## src/rtl/uart_tx_ser.sv

```systemverilog
// UART-16550 transmit serialiser: one-entry THR feeding a start/data/parity/stop
// shifter paced by the shared 16x oversampling enable.
module uart_tx_ser (
   input  logic       clk,
   input  logic       rst,
   input  logic       tick16,
   input  logic [7:0] lcr,
   input  logic [7:0] thr_din,
   input  logic       thr_wr,
   output logic       stx,
   output logic       thre,
   output logic       temt,
   output logic       tx_busy
);

   typedef enum logic [2:0] {
      StIdle,
      StStart,
      StData,
      StParity,
      StStop
   } state_e;

   state_e     state_q, state_d;
   logic [7:0] thr_q, thr_d;
   logic [7:0] shift_q, shift_d;
   logic [5:0] cfg_q, cfg_d;
   logic [4:0] cnt_q, cnt_d;
   logic [2:0] idx_q, idx_d;
   logic       thre_q, thre_d;
   logic       stx_q, stx_d;
   logic       temt_q, temt_d;

   logic [2:0] last_idx;
   logic [4:0] stop_last;
   logic [7:0] data_mask;
   logic       data_xor;
   logic       par_bit;
   logic       bit_end;
   logic       load;
   logic       line_bit;
   logic       unused_lcr;

   assign unused_lcr = lcr[7];

   // Frame-derived constants come from the configuration captured at load.
   always_comb begin
      last_idx = {1'b0, cfg_q[1:0]} + 3'd4;
      unique case (cfg_q[1:0])
         2'b00:   data_mask = 8'h1F;
         2'b01:   data_mask = 8'h3F;
         2'b10:   data_mask = 8'h7F;
         default: data_mask = 8'hFF;
      endcase
      data_xor = ^(shift_q & data_mask);
      if (cfg_q[5]) begin
         par_bit = ~cfg_q[4];
      end else begin
         par_bit = cfg_q[4] ? data_xor : ~data_xor;
      end
      if (!cfg_q[2]) begin
         stop_last = 5'd15;
      end else if (cfg_q[1:0] == 2'b00) begin
         stop_last = 5'd23;
      end else begin
         stop_last = 5'd31;
      end
      bit_end = tick16 && (cnt_q[3:0] == 4'd15);
   end

   always_comb begin
      state_d = state_q;
      thr_d   = thr_q;
      shift_d = shift_q;
      cfg_d   = cfg_q;
      cnt_d   = cnt_q;
      idx_d   = idx_q;
      thre_d  = thre_q;
      load    = 1'b0;

      if (thr_wr && thre_q) begin
         thr_d  = thr_din;
         thre_d = 1'b0;
      end

      if (tick16 && (state_q != StIdle)) begin
         cnt_d = cnt_q + 5'd1;
      end

      unique case (state_q)
         StIdle: begin
            if (!thre_q) begin
               load = 1'b1;
            end
         end
         StStart: begin
            if (bit_end) begin
               state_d = StData;
               idx_d   = 3'd0;
               cnt_d   = 5'd0;
            end
         end
         StData: begin
            if (bit_end) begin
               cnt_d = 5'd0;
               if (idx_q == last_idx) begin
                  state_d = cfg_q[3] ? StParity : StStop;
               end else begin
                  idx_d = idx_q + 3'd1;
               end
            end
         end
         StParity: begin
            if (bit_end) begin
               state_d = StStop;
               cnt_d   = 5'd0;
            end
         end
         StStop: begin
            if (tick16 && (cnt_q == stop_last)) begin
               cnt_d = 5'd0;
               if (!thre_q) begin
                  load = 1'b1;
               end else begin
                  state_d = StIdle;
               end
            end
         end
         default: state_d = StIdle;
      endcase

      // Load overrides the tick increment, so a tick on the load edge is not counted.
      if (load) begin
         shift_d = thr_q;
         cfg_d   = lcr[5:0];
         thre_d  = 1'b1;
         state_d = StStart;
         cnt_d   = 5'd0;
         idx_d   = 3'd0;
      end

      unique case (state_d)
         StStart:  line_bit = 1'b0;
         StData:   line_bit = shift_d[idx_d];
         StParity: line_bit = par_bit;
         default:  line_bit = 1'b1;
      endcase

      stx_d  = lcr[6] ? 1'b0 : line_bit;
      temt_d = thre_d && (state_d == StIdle);
   end

   always_ff @(posedge clk or posedge rst) begin
      if (rst) begin
         state_q <= StIdle;
         thr_q   <= 8'h00;
         shift_q <= 8'h00;
         cfg_q   <= 6'h00;
         cnt_q   <= 5'd0;
         idx_q   <= 3'd0;
         thre_q  <= 1'b1;
         stx_q   <= 1'b1;
         temt_q  <= 1'b1;
      end else begin
         state_q <= state_d;
         thr_q   <= thr_d;
         shift_q <= shift_d;
         cfg_q   <= cfg_d;
         cnt_q   <= cnt_d;
         idx_q   <= idx_d;
         thre_q  <= thre_d;
         stx_q   <= stx_d;
         temt_q  <= temt_d;
      end
   end

   assign stx     = stx_q;
   assign thre    = thre_q;
   assign temt    = temt_q;
   assign tx_busy = (state_q != StIdle);

endmodule
```

## config.mk

```make
export PLATFORM = sky130hd
export DESIGN_NAME = uart_tx_ser
export DESIGN_NICKNAME = d
export VERILOG_FILES = /design/src/rtl/uart_tx_ser.sv
export SDC_FILE = /design/constraint.sdc
export NUM_CORES = 1
export LEC_CHECK = 0
export ABC_AREA = 0
export CORE_UTILIZATION = 60
export CTS_CLUSTER_SIZE = 16
export DETAILED_ROUTE_END_ITERATION = 6
export DONT_BUFFER_PORTS = 1
export GPL_TIMING_DRIVEN = 1
export PLACE_DENSITY = 0.88
export SLEW_MARGIN = 20
export SYNTH_ARGS = -nofsm -noshare
export SYNTH_HDL_FRONTEND = slang
export SYNTH_SLANG_ARGS = --single-unit
```

## constraint.sdc

```tcl
create_clock -name clk -period 7 [get_ports clk]
set_input_delay 1.05 -clock clk [delete_from_list [all_inputs] [get_ports clk]]
set_output_delay 1.05 -clock clk [all_outputs]
set_load 0.1 [all_outputs]
```

======== Word-level counts from Yosys, hierarchy flattened ========
Index checks and enable logic that the tools add are counted.
storage, ports and cells
  flip-flop bits (word level) ............. 36
  bits in latches ......................... 0
  memory bits (writable) .................. 0
  bits in read-only memories .............. 0
  input port bits ......................... 20
  memories ................................ 0
cells by class
  $add $sub $neg .......................... 3
  multipliers ............................. 0
  div/mod/pow operators ................... 0
  order comparisons ....................... 1
  equal/unequal tests ..................... 12
  shift operators ......................... 0
  muxes and demuxes ....................... 34
  bitwise operators ....................... 3
  reductions and logical operators ........ 11
operators with widths
  kind                                                         number
  2-to-1 mux 3 bit                                             12
  2-to-1 mux 5 bit                                             5
  one-hot mux 8 bit (3 select lines)                           1
  one-hot mux 3 bit (5 select lines)                           1
  equality test 3 x 2 -> 1 bit (second input constant)         4
  one-hot mux 5 bit (2 select lines)                           1
  AND 8 bit                                                    1
  2-to-1 mux 1 bit                                             8
  2-to-1 mux 8 bit                                             1
  parity 8 bit                                                 1
  equality test 3 x 1 -> 1 bit (second input constant)         2
  logical NOT 3 bit                                            2
  one-hot mux 3 bit (2 select lines)                           1
  adder 5 x 1 -> 5 bit (second input constant)                 1
  equality test 5 bit                                          1
  logical AND 1 bit                                            5
  equality test 4 bit (second input constant)                  1
  less-than comparator 3 x 4 -> 1 bit (second input constant)  1
  2-to-1 mux 4 bit                                             1
  adder 2 x 3 -> 3 bit (second input constant)                 1
  adder 3 x 1 -> 3 bit (second input constant)                 1
  binary-select mux 1 bit (select 3 bit)                       1
  equality test 3 bit                                          1
  equality test 3 bit (second input constant)                  1
  8 further kinds                                              9

======== Depth between registers and ports, before layout ========
  word-level depth ........................ 12
  gate-level depth with buffers ........... 8

======== Worst setup path before layout ========
Ideal clock, no wire load.
  path type ............................... register to output
  start point ............................. register state_q[0]
  end point ............................... output port tx_busy
  arrival time ............................ 1.641 ns
  required time ........................... 5.950 ns
  slack ................................... 4.309 ns
  stages on the path, launching flop included .. 4
  cell sequence ........................... dfrtp_1 clkbuf_1 or3_1 clkbuf_1
between the ends
  longest elaborated chain between the ends .. 1
ends and longest elaborated chain
  what                    line  RTL
  from (decl)             24    state_e state_q, state_d;
  from (signal assigned)  155   state_q <= StIdle;
  from (signal assigned)  165   state_q <= state_d;
  nonzero test 3 bit      180   assign tx_busy = (state_q != StIdle);
  to (decl)               13    output logic tx_busy
No other way between the ends.

======== Final worst setup path ========
Ends and elaborated chain as after synthesis.

==> impl_metrics.tcl <==
set metrics [dict create \
    outcome "complete, no violations" \
    place_inst 251 \
    htree_levels 2 \
    mostFrequentLayoutCell "nand2_1" \
    antenna_found_initial 0 \
    grt_use_total 0.269 \
    endpoint_kind "primary output" \
    dieArea_um2 3650 \
    yosysSeqAreaShare 0.442 \
    netlist_area_um2 2050 \
    finalSetupViolCount 0 \
    avgSynthCellArea_um2 9.48 \
    critical_path_class "register to primary output" \
    antenna_cells 0 \
    cp-start-kind "register" \
    syn_nets 238 \
    fp-row-count 20 \
    fin_crit_ns 2.88 \
    drv_cap 0 \
    p_total_mw 0.855 \
    grt_max_degree 37 \
    synth_cell_types 54 \
    vias_per_cell 6.31 \
    fin_nets 236 \
    die_y_um 60.4 \
    path_buf_inv 0 \
    path_max_fanout 13 \
    synth-seq-cells 36 \
    drv_slew 0 \
    cp_top_family "simple AND/OR/NAND/NOR gates" \
    dpl_cell_area_um2 2070 \
    fin_util 0.681 \
    wirelength_um 4130 \
    finalHoldViolCount 0 \
    synth_edf_count 0 \
    insertion_delay_ns 0.35 \
    cts.clk_slew.worst_paths_ns 0.12 \
    leakagePower_nw 0.953 \
    io-pin-count 24 \
    wl_per_cell_um 16.0 \
    worst_pin_slew_ns 1.09 \
    first_pass_iters 4 \
    async_flop_share 1.00 \
    clockBufferDepth 2 \
    fin_setup_tns_ns 0 \
    core_um2 3150 \
    synth_warnings 0 \
    crit_arrival_ns 1.83 \
    power_density_nw_per_um2 398 \
    cts-buffers-inserted 5 \
    fillCellCount 260 \
    numClockSinks 36 \
    final_antenna_net_count 0 \
    min_period_over_period 0.411 \
    grt_pass1_vias 1494 \
    grt_overflow 0 \
    maxSlewHeadroom 0.273 \
    finalClockSkew_ns 0.0133 \
    crit_chain "or3_1" \
    drive_gt1_frac 0.140 \
    drcViolationCount 0 \
    cts_tree "yes" \
    fp.dieW_um 60.4 \
    routabilityCongestion 0.911 \
    hold_path.class "register to register" \
    max_freq_ghz 0.348 \
    ir_worst_vdd_mv 0.269 \
    grt_pass1_wl_um 6980 \
    multi_input_area_um2 1070 \
    postLayoutCellArea_um2 2150 \
    slowest_delay_ns 0.90 \
    cts_root_buffer "clkbuf_4" \
    vias 1634 \
    seq_area_um2 905 \
    hold_ws_ns 0.484 \
    cp_slowest_cell "or3_1" \
    ctsHoldBuffers 0 \
    final_cell_mix "nand2_1 (52), dfrtp_1 (33), nor2_1 (10)" \
    synthFlopType "dfrtp_1" \
    fin_cells 259 \
    place_hpwl_um 2910 \
    drt_iter0_markers 78 \
    ctsResizeCount 0 \
    start_util 0.650 \
    pre_cts_ws_ns 4.12 \
    required_ns 5.95 \
    area_growth_pct 4.83 \
    io_buffers 0 \
    fin_ws_ns 4.12 \
    rsz0062_at_grt "false" \
    postCtsSetupBuffers 0 \
    syn_inst 216 \
]
-- per-layer routing --
metal | share of wire | track usage
met4 | 0.026 | 0.127
met5 | 0 | 0
met2 | 0.47 | 0.400
met1 | 0.43 | 0.376
met3 | 0.075 | 0.0661
-- cells by family (layout without fill, tap and decap cells) --
family / Yosys count / count (layout) / synth area share
xor+xnor: 13 / 13 / 0.0623
fa+ha+maj: 2 / 2 / 0.0122
flops: 36 / 36 / 0.442
compound gates: 46 / 46 / 0.171
buf+inv: 17 / 16 / 0.0360
mux: 10 / 10 / 0.0562
simple gates: 92 / 92 / 0.221
-- power by group --
part | total (mW) | switching, mW | internal [mW] | leakage [nW]
combinational | 0.301 | 0.153 | 0.147 | 0.460
sequential | 0.410 | 0.121 | 0.289 | 0.452
clock | 0.145 | 0.0703 | 0.0744 | 0.0412
-- layout make-up --
cell class	count	share of cell area
clock buffers	5	0.0175
clock inverters	3	0.0198
inverters	6	0.0105
multi-input cells	163	0.498
flip-flops and latches	36	0.421
well taps	44	0.0256
repair buffers	2	0.00699
-- cell usage after synthesis (3+ instances only) --
library cell	n	area share
o21ai_0	7	0.017
nor2b_1	3	0.0092
nand2_1	52	0.095
a21oi_1	3	0.0073
clkbuf_1	7	0.013
o31ai_1	3	0.011
xor2_1	6	0.026
o21a_1	3	0.011
o221ai_1	3	0.013
a311oi_1	3	0.013
nor2_1	10	0.018
dfrtp_1	33	0.40
mux2_2	8	0.044
inv_1	6	0.011
nand3_1	4	0.0098
o211ai_1	4	0.015
dfstp_2	3	0.038
xnor2_1	6	0.026
-- final timing paths --
| kind | startpoint | endpoint | cells past startpoint | slack (ns) |
|---|---|---|---|---|
| min reg2reg | thr_q[6] | shift_q[6] | 2 | 0.48 |
| max in group asynchronous | rst | stx | 2 | 5.96 |
| min in group asynchronous | rst | thr_q[7] | 2 | 0.68 |
| max | state_q[0] | tx_busy | 1 | 4.12 |
| max reg2reg | cnt_q[0] | stx | 7 | 4.42 |
| min | thr_q[6] | shift_q[6] | 2 | 0.48 |
-- flip-flops by register name (all words and copies together), names as in the netlist --
| signal | count |
|---|---|
| shift_q | 8 |
| thr_q | 8 |
| cfg_q | 6 |
| cnt_q | 5 |
| idx_q | 3 |
| state_q | 3 |
| stx | 1 |
| temt | 1 |
| thre | 1 |
Power figures use the tool's default switching activity.
